File: src/rtl/mac_seq_ctrl.sv
// Dot-product sequencer for a 4-lane uint8 x int8 MAC with a 32-bit accumulator.
// Feeds masked operand beats, holds lanes at zero when idle, returns the final sum.
module mac_seq_ctrl #(
  parameter int LEN_W = 16
) (
  input  logic             clk,
  input  logic             reset,
  input  logic             cmd_valid,
  output logic             cmd_ready,
  input  logic [LEN_W-1:0] cmd_len,
  input  logic             op_valid,
  output logic             op_ready,
  input  logic [31:0]      op_act,
  input  logic [31:0]      op_wgt,
  output logic             mac_clr_n,
  output logic [31:0]      mac_act,
  output logic [31:0]      mac_wgt,
  input  logic [31:0]      mac_acc,
  output logic             res_valid,
  input  logic             res_ready,
  output logic [31:0]      res_data,
  output logic             busy
);

  typedef enum logic [2:0] {
    IDLE,
    CLEAR,
    RUN,
    DRAIN,
    RESULT
  } state_t;

  state_t           state;
  logic [LEN_W-1:0] beats_left;
  logic [1:0]       tail;
  logic             clr_q;
  logic [31:0]      res_q;
  logic [LEN_W:0]   len_up;
  logic             op_fire;
  logic             last;

  assign len_up    = {1'b0, cmd_len} + (LEN_W+1)'(3);
  assign op_fire   = op_valid && (state == RUN) && !reset;
  assign last      = (beats_left == LEN_W'(1));

  assign cmd_ready = (state == IDLE);
  assign op_ready  = (state == RUN);
  assign res_valid = (state == RESULT);
  assign busy      = (state != IDLE);
  assign mac_clr_n = clr_q;
  assign res_data  = res_q;

  // Lanes are zero unless a beat is accepted; tail lanes of the last beat are masked.
  always_comb begin
    mac_act = '0;
    mac_wgt = '0;
    if (op_fire) begin
      for (int i = 0; i < 4; i++) begin
        if (!(last && tail != 2'd0 && 3'(i) >= {1'b0, tail})) begin
          mac_act[8*i +: 8] = op_act[8*i +: 8];
          mac_wgt[8*i +: 8] = op_wgt[8*i +: 8];
        end
      end
    end
  end

  always_ff @(posedge clk) begin
    if (reset) begin
      state      <= IDLE;
      beats_left <= '0;
      tail       <= '0;
      clr_q      <= 1'b0;
      res_q      <= '0;
    end else begin
      clr_q <= 1'b1;
      unique case (state)
        IDLE: begin
          if (cmd_valid) begin
            beats_left <= {1'b0, len_up[LEN_W:2]};
            tail       <= cmd_len[1:0];
            clr_q      <= 1'b0;
            state      <= CLEAR;
          end
        end
        CLEAR: begin
          state <= (beats_left != '0) ? RUN : DRAIN;
        end
        RUN: begin
          if (op_fire) begin
            beats_left <= beats_left - LEN_W'(1);
            if (last) state <= DRAIN;
          end
        end
        DRAIN: begin
          res_q <= mac_acc;
          state <= RESULT;
        end
        RESULT: begin
          if (res_ready) state <= IDLE;
        end
        default: state <= IDLE;
      endcase
    end
  end

endmodule

File: config.mk
export PLATFORM = sky130hd
export DESIGN_NAME = mac_seq_ctrl
export DESIGN_NICKNAME = d
export VERILOG_FILES = /design/src/rtl/mac_seq_ctrl.sv
export SDC_FILE = /design/constraint.sdc
export NUM_CORES = 1
export LEC_CHECK = 0
export ABC_AREA = 1
export CAP_MARGIN = 20
export CORE_AREA = 2 2 84 86
export CTS_BUF_LIST = sky130_fd_sc_hd__clkbuf_8
export DETAILED_ROUTE_END_ITERATION = 6
export DIE_AREA = 0 0 86 88
export DONT_BUFFER_PORTS = 1
export PLACE_DENSITY = 0.68
export SYNTH_ARGS = -nofsm -noshare
export SYNTH_HDL_FRONTEND = slang
export SYNTH_SLANG_ARGS = --single-unit
File: constraint.sdc
create_clock -name clk -period 1.9 [get_ports clk]
set_input_delay 0.095 -clock clk [delete_from_list [all_inputs] [get_ports clk]]
set_output_delay 0.095 -clock clk [all_outputs]
set_load 0.03 [all_outputs]
==> metrics.txt, run 1 <==
Post-synth EDFFs 0; Worst Setup Start Kind flop; largest net degree at the start of global routing 46; FP Rows 30; I/O pins ~220; initial antenna violation count 0; TritonCTS clock tree built; CP arrival 1920 ps; Post-Layout Inst Area between 0.004 and 0.005 sq mm; commonest cells after routing, fill and taps aside nor2_1, nand2_1, buf_4; P_leak 2.47 nW; synthesized area per cell between 5 and 6 sq um; synth top area cells dfxtp_1, nor2_1, nand2_1; Setup Skew 10.9 ps; final setup violation count 34; Worst R2R Start state[0]; number of global-route vias before repair between 3000 and 4000; Post-Synthesis Cells 589; Crit path required time 1800 ps; GRT Overall Usage 0.333; synth warn 0; syn nets 709; core area 0.00664 sq mm; CTS max path bufs 2; drt pass-1 iters 6; first-pass GRT wire length 19600 um; post-synth top area share 0.309; Top FF cell, synth dfxtp_1; ratio of cells with drive above 1 in the final layout 0.237; Final Hold Viols 0; Crit. End Element output pin; RePlAce Congestion about 0.9; Final period util 1.06; die height around 88 um; HP Start cmd_valid; DR vias 4251; Synth area leader dfxtp_1; sequential area share after synthesis 0.309; Worst Hold Class primary input to flop; die area ~0.0076 sq mm; synthesized cell area 0.00349 sq mm; crit path max fanout 8; die width 86 um; Max Fclk 0.497 GHz; FILL cells about 500; DR WL/cell 17.4 um; grt ovf 0; FFs w/ async S/R, synth 0; H-tree depth 2; failing checks negative setup slack; DRC viols 0; Worst Path Class, Setup flop to output pin; fin crit period roughly 2000 ps; VDD IR max 0.635 mV; P&R area growth vs syn 39.5%; total CTS buffers 5; commonest non-fill, non-tap cell in the layout nor2_1; sequential cell area 0.00108 sq mm; clk_lat worst skew 310 ps; RSZ-0062 raised after global routing yes; final setup margin -114 ps; starting DRC count in detailed routing 247; Initial Util 0.526; FF+latch count, synth 54; Routed WL around 13000 um; CTS Sinks 54; Worst-Margin Slew between 900 and 1000 ps; Non-Filler Instances about 780; Routed Antenna Nets 0; CP Launch Point beats_left[12]; Power Total about 4.3 mW; dpl hpwl 9490 um; Via-to-Cell Ratio 5.49; multi-input logic area 0.00222 sq mm; Area after DPL 0.00402 sq mm; DP Cell Count 721; max-capacitance violation count 0; Final nets ~820; power per cell area 873 mW/mm^2; IO Port Bufs 0; Final Max Tran Viols 0; setup total negative slack -1910 ps; Reg clk slew, reported paths about 100 ps; CTS Root Cell clkbuf_8; relative slew slack 0.346; Antenna Cells 0; run status complete, but fails checks; synth unique cells 37
==> Yosys cell counts, types with 2 or more instances <==
| library cell | instances |
|---|---|
| a21oi_1 | 15 |
| a31oi_1 | 3 |
| buf_1 | 2 |
| buf_2 | 9 |
| buf_6 | 5 |
| clkbuf_1 | 7 |
| dfxtp_1 | 54 |
| ha_1 | 3 |
| inv_1 | 63 |
| inv_2 | 3 |
| nand2_1 | 128 |
| nand2_2 | 2 |
| nand2_4 | 2 |
| nand3_1 | 36 |
| nand3b_1 | 2 |
| nand4_1 | 5 |
| nor2_1 | 166 |
| nor2_2 | 6 |
| nor2_4 | 4 |
| nor3_1 | 3 |
| o211ai_1 | 2 |
| o21ai_0 | 48 |
| o21ai_1 | 5 |
| o21bai_1 | 2 |
| xor2_1 | 2 |
==> state kept, by name (all words and copies together), names as in the netlist <==
name	flops
mac_clr_n	1
tail	2
beats_left	16
state	3
res_data	32
==> stage by stage <==
stage	worst slack [ps]	hold slack, ps	utilization
global placement	261	168	0.605
detailed placement	175	169	0.605
CTS	-56.0	11.7	0.701
finish	-114	25.4	0.734
floorplan	268	230	-
global route	-189	26.0	0.734
==> critical path: stages (launching register included) <==
cell	delay (ps)
dfxtp_2	350
nor2_4	120
inv_2	60
nor2_4	130
nand3_4	120
nor2_4	150
buf_12	140
nand3b_4	180
nand2_2	160
nor2_2	50
buf_6	140
==> power breakdown <==
part	switching, mW	total [mW]	internal [mW]
clock	0.377	0.765	0.388
combinational	1.15	1.87	0.712
sequential	0.322	1.62	1.30
total	1.85	4.25	2.40
==> logic make-up (layout without fill, tap and decap cells) <==
kind of cell | count (synthesis) | after routing | synth area share
AOI/OAI and AO/OA | 77 | 77 | 0.115
xor gates and xnor gates | 2 | 2 | 0.00501
adders and majority gates | 3 | 3 | 0.0107
buffers and inverters | 92 | 196 | 0.115
DFF | 54 | 54 | 0.309
and+or+nand+nor | 361 | 363 | 0.445
==> final cells by class <==
cell class                      instances  share of cell area
Inverter                               68              0.0529
Clock inverter                          2             0.00796
Clock buffer                            5              0.0141
Multi-Input combinational cell        445               0.456
Timing Repair Buffer                  121               0.226
Sequential cell                        54               0.222
Tap cell                               80              0.0205
==> path summary, 6_finish.rpt <==
check	end	slack, ps	cells after the start
min	tail[1]	30	2
min reg2reg	beats_left[13]	490	2
max	mac_act[21]	-110	10
max reg2reg	tail[0]	200	7
==> per-layer routing <==
layer | GRT usage | vias to the layer above | share of wire
li1 | - | 2044 | -
met1 | 0.401 | 1894 | 0.38
met2 | 0.544 | 258 | 0.47
met4 | 0.115 | 0 | 0.036
met5 | 0 | - | 0
met3 | 0.132 | 55 | 0.11
==> repair_timing <==
item / in CTS / in global routing
buffers inserted: 6 / 3
hold endpoints to repair: 41 / 0
gates resized for setup: 21 / 60
cloned: 2 / 0
pin swaps: 9 / 21
hold buffers: 36 / 0
endpoints found under the setup margin: 31 / 64
(Power assumes the default switching activity.)
==> run 2: changes to the inputs <==
--- a/config.mk
+++ b/config.mk
@@ -13,6 +13,7 @@
 export DIE_AREA = 0 0 86 88
 export DONT_BUFFER_PORTS = 1
 export PLACE_DENSITY = 0.68
+export SETUP_SLACK_MARGIN = 0.3
 export SYNTH_ARGS = -nofsm -noshare
 export SYNTH_HDL_FRONTEND = slang
 export SYNTH_SLANG_ARGS = --single-unit
==> run 2 against run 1 <==
Compared with the run above: the run still ends with negative setup slack left; count of clock-buffer cells in the layout is the same; critical path depth is the same; core utilization grew 7.6 points; combinational power grew 16%; die area is the same; via count grew 10%; global-route usage grew 0.59 points; sequential share of layout area shrank 1.8 points; clock power shrank 7.2%; design area grew 10%; largest cell class unchanged.
==> metrics.txt, run 2 (synthesis gave the netlist of run 1 again) <==
run status complete, but fails checks (unchanged); failing checks negative setup slack (unchanged); dpl ws 201 ps (was 175 ps); final setup violation count 40 (was 34); commonest cells after routing, fill and taps aside nor2_1, nand2_1, inv_1 (was nor2_1, nand2_1, buf_4); Worst Path Class, Setup flop to output pin (unchanged); DRC viols 0 (unchanged); CTS Root Cell clkbuf_8 (unchanged); VDD IR max 0.714 mV (was 0.635 mV); Final Hold Viols 0 (unchanged); die area 0.00757 sq mm (unchanged); dpl hpwl 9280 um (was 9490 um); Routed Antenna Nets 0 (unchanged); Area after DPL 0.00402 sq mm (unchanged); Internal Power 2.44 mW (was 2.40 mW); commonest non-fill, non-tap cell in the layout nor2_1 (unchanged); P_leak 2.60 nW (was 2.47 nW); net switching power 2.08 mW (was 1.85 mW); Routed WL 16200 um (was 13500 um); Core Util, Final 0.810 (was 0.734); Setup Skew 15.9 ps (was 10.9 ps); Crit. End Element output pin (unchanged); number of global-route vias before repair 4026 (was 3851); DR WL/cell 20.5 um (was 17.4 um); die height 88 um (unchanged); initial antenna violation count 1 (was 0); final setup margin -85.8 ps (was -114 ps); CP most frequent cell nor2_4 (unchanged); TritonCTS clock tree built (unchanged); Worst Setup Start Kind flop (unchanged); Power Total 4.52 mW (was 4.25 mW); total CTS buffers 5 (unchanged); core area 0.00664 sq mm (unchanged); I/O pins 218 (unchanged); Comb power frac 0.480 (was 0.439); power per cell area 841 mW/mm^2 (was 873 mW/mm^2); Final Max Tran Viols 0 (unchanged); first-pass GRT wire length 20100 um (was 19600 um); Worst-Margin Slew 431 ps (was 979 ps); Post-Layout Inst Area 0.00538 sq mm (was 0.00487 sq mm); clk_lat worst skew 320 ps (was 310 ps); fin crit period 1990 ps (was 2010 ps); Non-Filler Instances 793 (was 775); Max Fclk 0.504 GHz (was 0.497 GHz); DP Cell Count 717 (was 721); IO Port Bufs 0 (unchanged); drt pass-1 iters 5 (was 6); Initial Util 0.526 (unchanged); Reg power frac 0.363 (was 0.381); Crit path required time 1800 ps (about the same); RSZ-0062 raised after global routing yes (unchanged); DR vias 4683 (was 4251); H-tree depth 2 (unchanged); Final period util 1.05 (was 1.06); Reg clk slew, reported paths 100 ps (about the same); RePlAce Congestion 0.951 (was 0.920); CTS max path bufs 2 (unchanged); crit path max fanout 8 (unchanged); Worst Hold Class primary input to flop (unchanged); CTS Sinks 54 (unchanged); max reg flops 32 (unchanged); CP Buf/Inv Count 3 (unchanged); grt ovf 0 (unchanged); Final nets 831 (was 815); P&R area growth vs syn 54.0% (was 39.5%); relative slew slack 0.712 (was 0.346); starting DRC count in detailed routing 371 (was 247); CP arrival 1890 ps (was 1920 ps); Critical Path, Cell by Cell nor2_4 > inv_2 > nor2_4 > nand3_4 > nor2_4 > buf_12 > nand3b_4 > nand2_2 > nor2_1 > buf_4 (was nor2_4 > inv_2 > nor2_4 > nand3_4 > nor2_4 > buf_12 > nand3b_4 > nand2_2 > nor2_2 > buf_6); delay-heaviest family, CP simple AND/OR/NAND/NOR gates (unchanged); worst stage delay on the critical path 370 ps (was 350 ps); max-capacitance violation count 0 (unchanged); FP Rows 30 (unchanged); CP max-delay cell dfxtp_4 (was dfxtp_2); GRT Overall Usage 0.339 (was 0.333); Switching Fraction 0.460 (was 0.436); Via-to-Cell Ratio 5.91 (was 5.49); ratio of cells with drive above 1 in the final layout 0.302 (was 0.237); Clock power frac 0.157 (was 0.180); die width 86 um (unchanged); largest net degree at the start of global routing 46 (unchanged)
run 2: cell types whose count changed in the layout (fill, tap and decap cells not counted), sizes merged, moves of 2 or more:
cell / delta
clkinvlp: +2
clkbuf: +2
buf: +11
clkinv: +2
run 2: final cells by class:
cell class / count / area, sq um
diodes: 1 / 2.50
clock buffers: 5 / 68.8
clock inverters: 3 / 28.8
fillers: 425 / 1260
inverters: 68 / 274
multi-input cells: 445 / 2410
flip-flops and latches: 54 / 1100
well taps: 80 / 100
repair buffers: 136 / 1390
repair inverters: 1 / 7.51
run 2: final timing paths:
path,startpoint,end,slack [ps],cells past startpoint
worst min-delay path,cmd_len[15],beats_left[14],30,2
worst max-delay path,beats_left[11],mac_act[16],-90,10
worst min register to register,beats_left[13],beats_left[13],510,2
worst max register to register,state[0],res_data[10],290,7
run 2: power groups by stage:
stage	Combinational, mW	Sequential [mW]	Clock, mW
5_1_grt	2.33	1.66	0.758
2_1_floorplan	1.22	1.57	0
6_report	2.17	1.64	0.710
4_1_cts	1.80	1.61	0.700
3_5_place_dp	1.59	1.61	0
3_3_place_gp	1.56	1.61	0
run 2: stage by stage:
stage	hold WS (ps)	setup TNS [ps]
2_1_floorplan	230	0
3_5_place_dp	170	0
6_report	26.0	-1360
3_3_place_gp	168	0
5_1_grt	30.6	-4680
4_1_cts	20.8	-781
run 2: worst register-to-register path, cell delays in order (launching register included):
cell and delay (ps):
dfxtp_4 380, buf_4 110, nand2_1 60, nor2_2 310, clkinvlp_4 160, buf_4 200
nor2_1 190, nor2_1 90
run 2: repair_timing:
action                                  CTS  global route
gates cloned                              5             4
endpoints found under the hold margin    41             2
setup buffers                             8            12
gates resized for setup                  36           134
endpoints found under the setup margin   65            95
pin swaps                                 6            22
hold buffers                             37             1
run 2: layer usage:
metal  share of wire  track usage  vias to the layer above
met2            0.49        0.575                      355
met4           0.053        0.120                        0
li1                -            -                     2084
met5               0            0                        -
met1            0.34        0.404                     2158
met3            0.12        0.109                       86
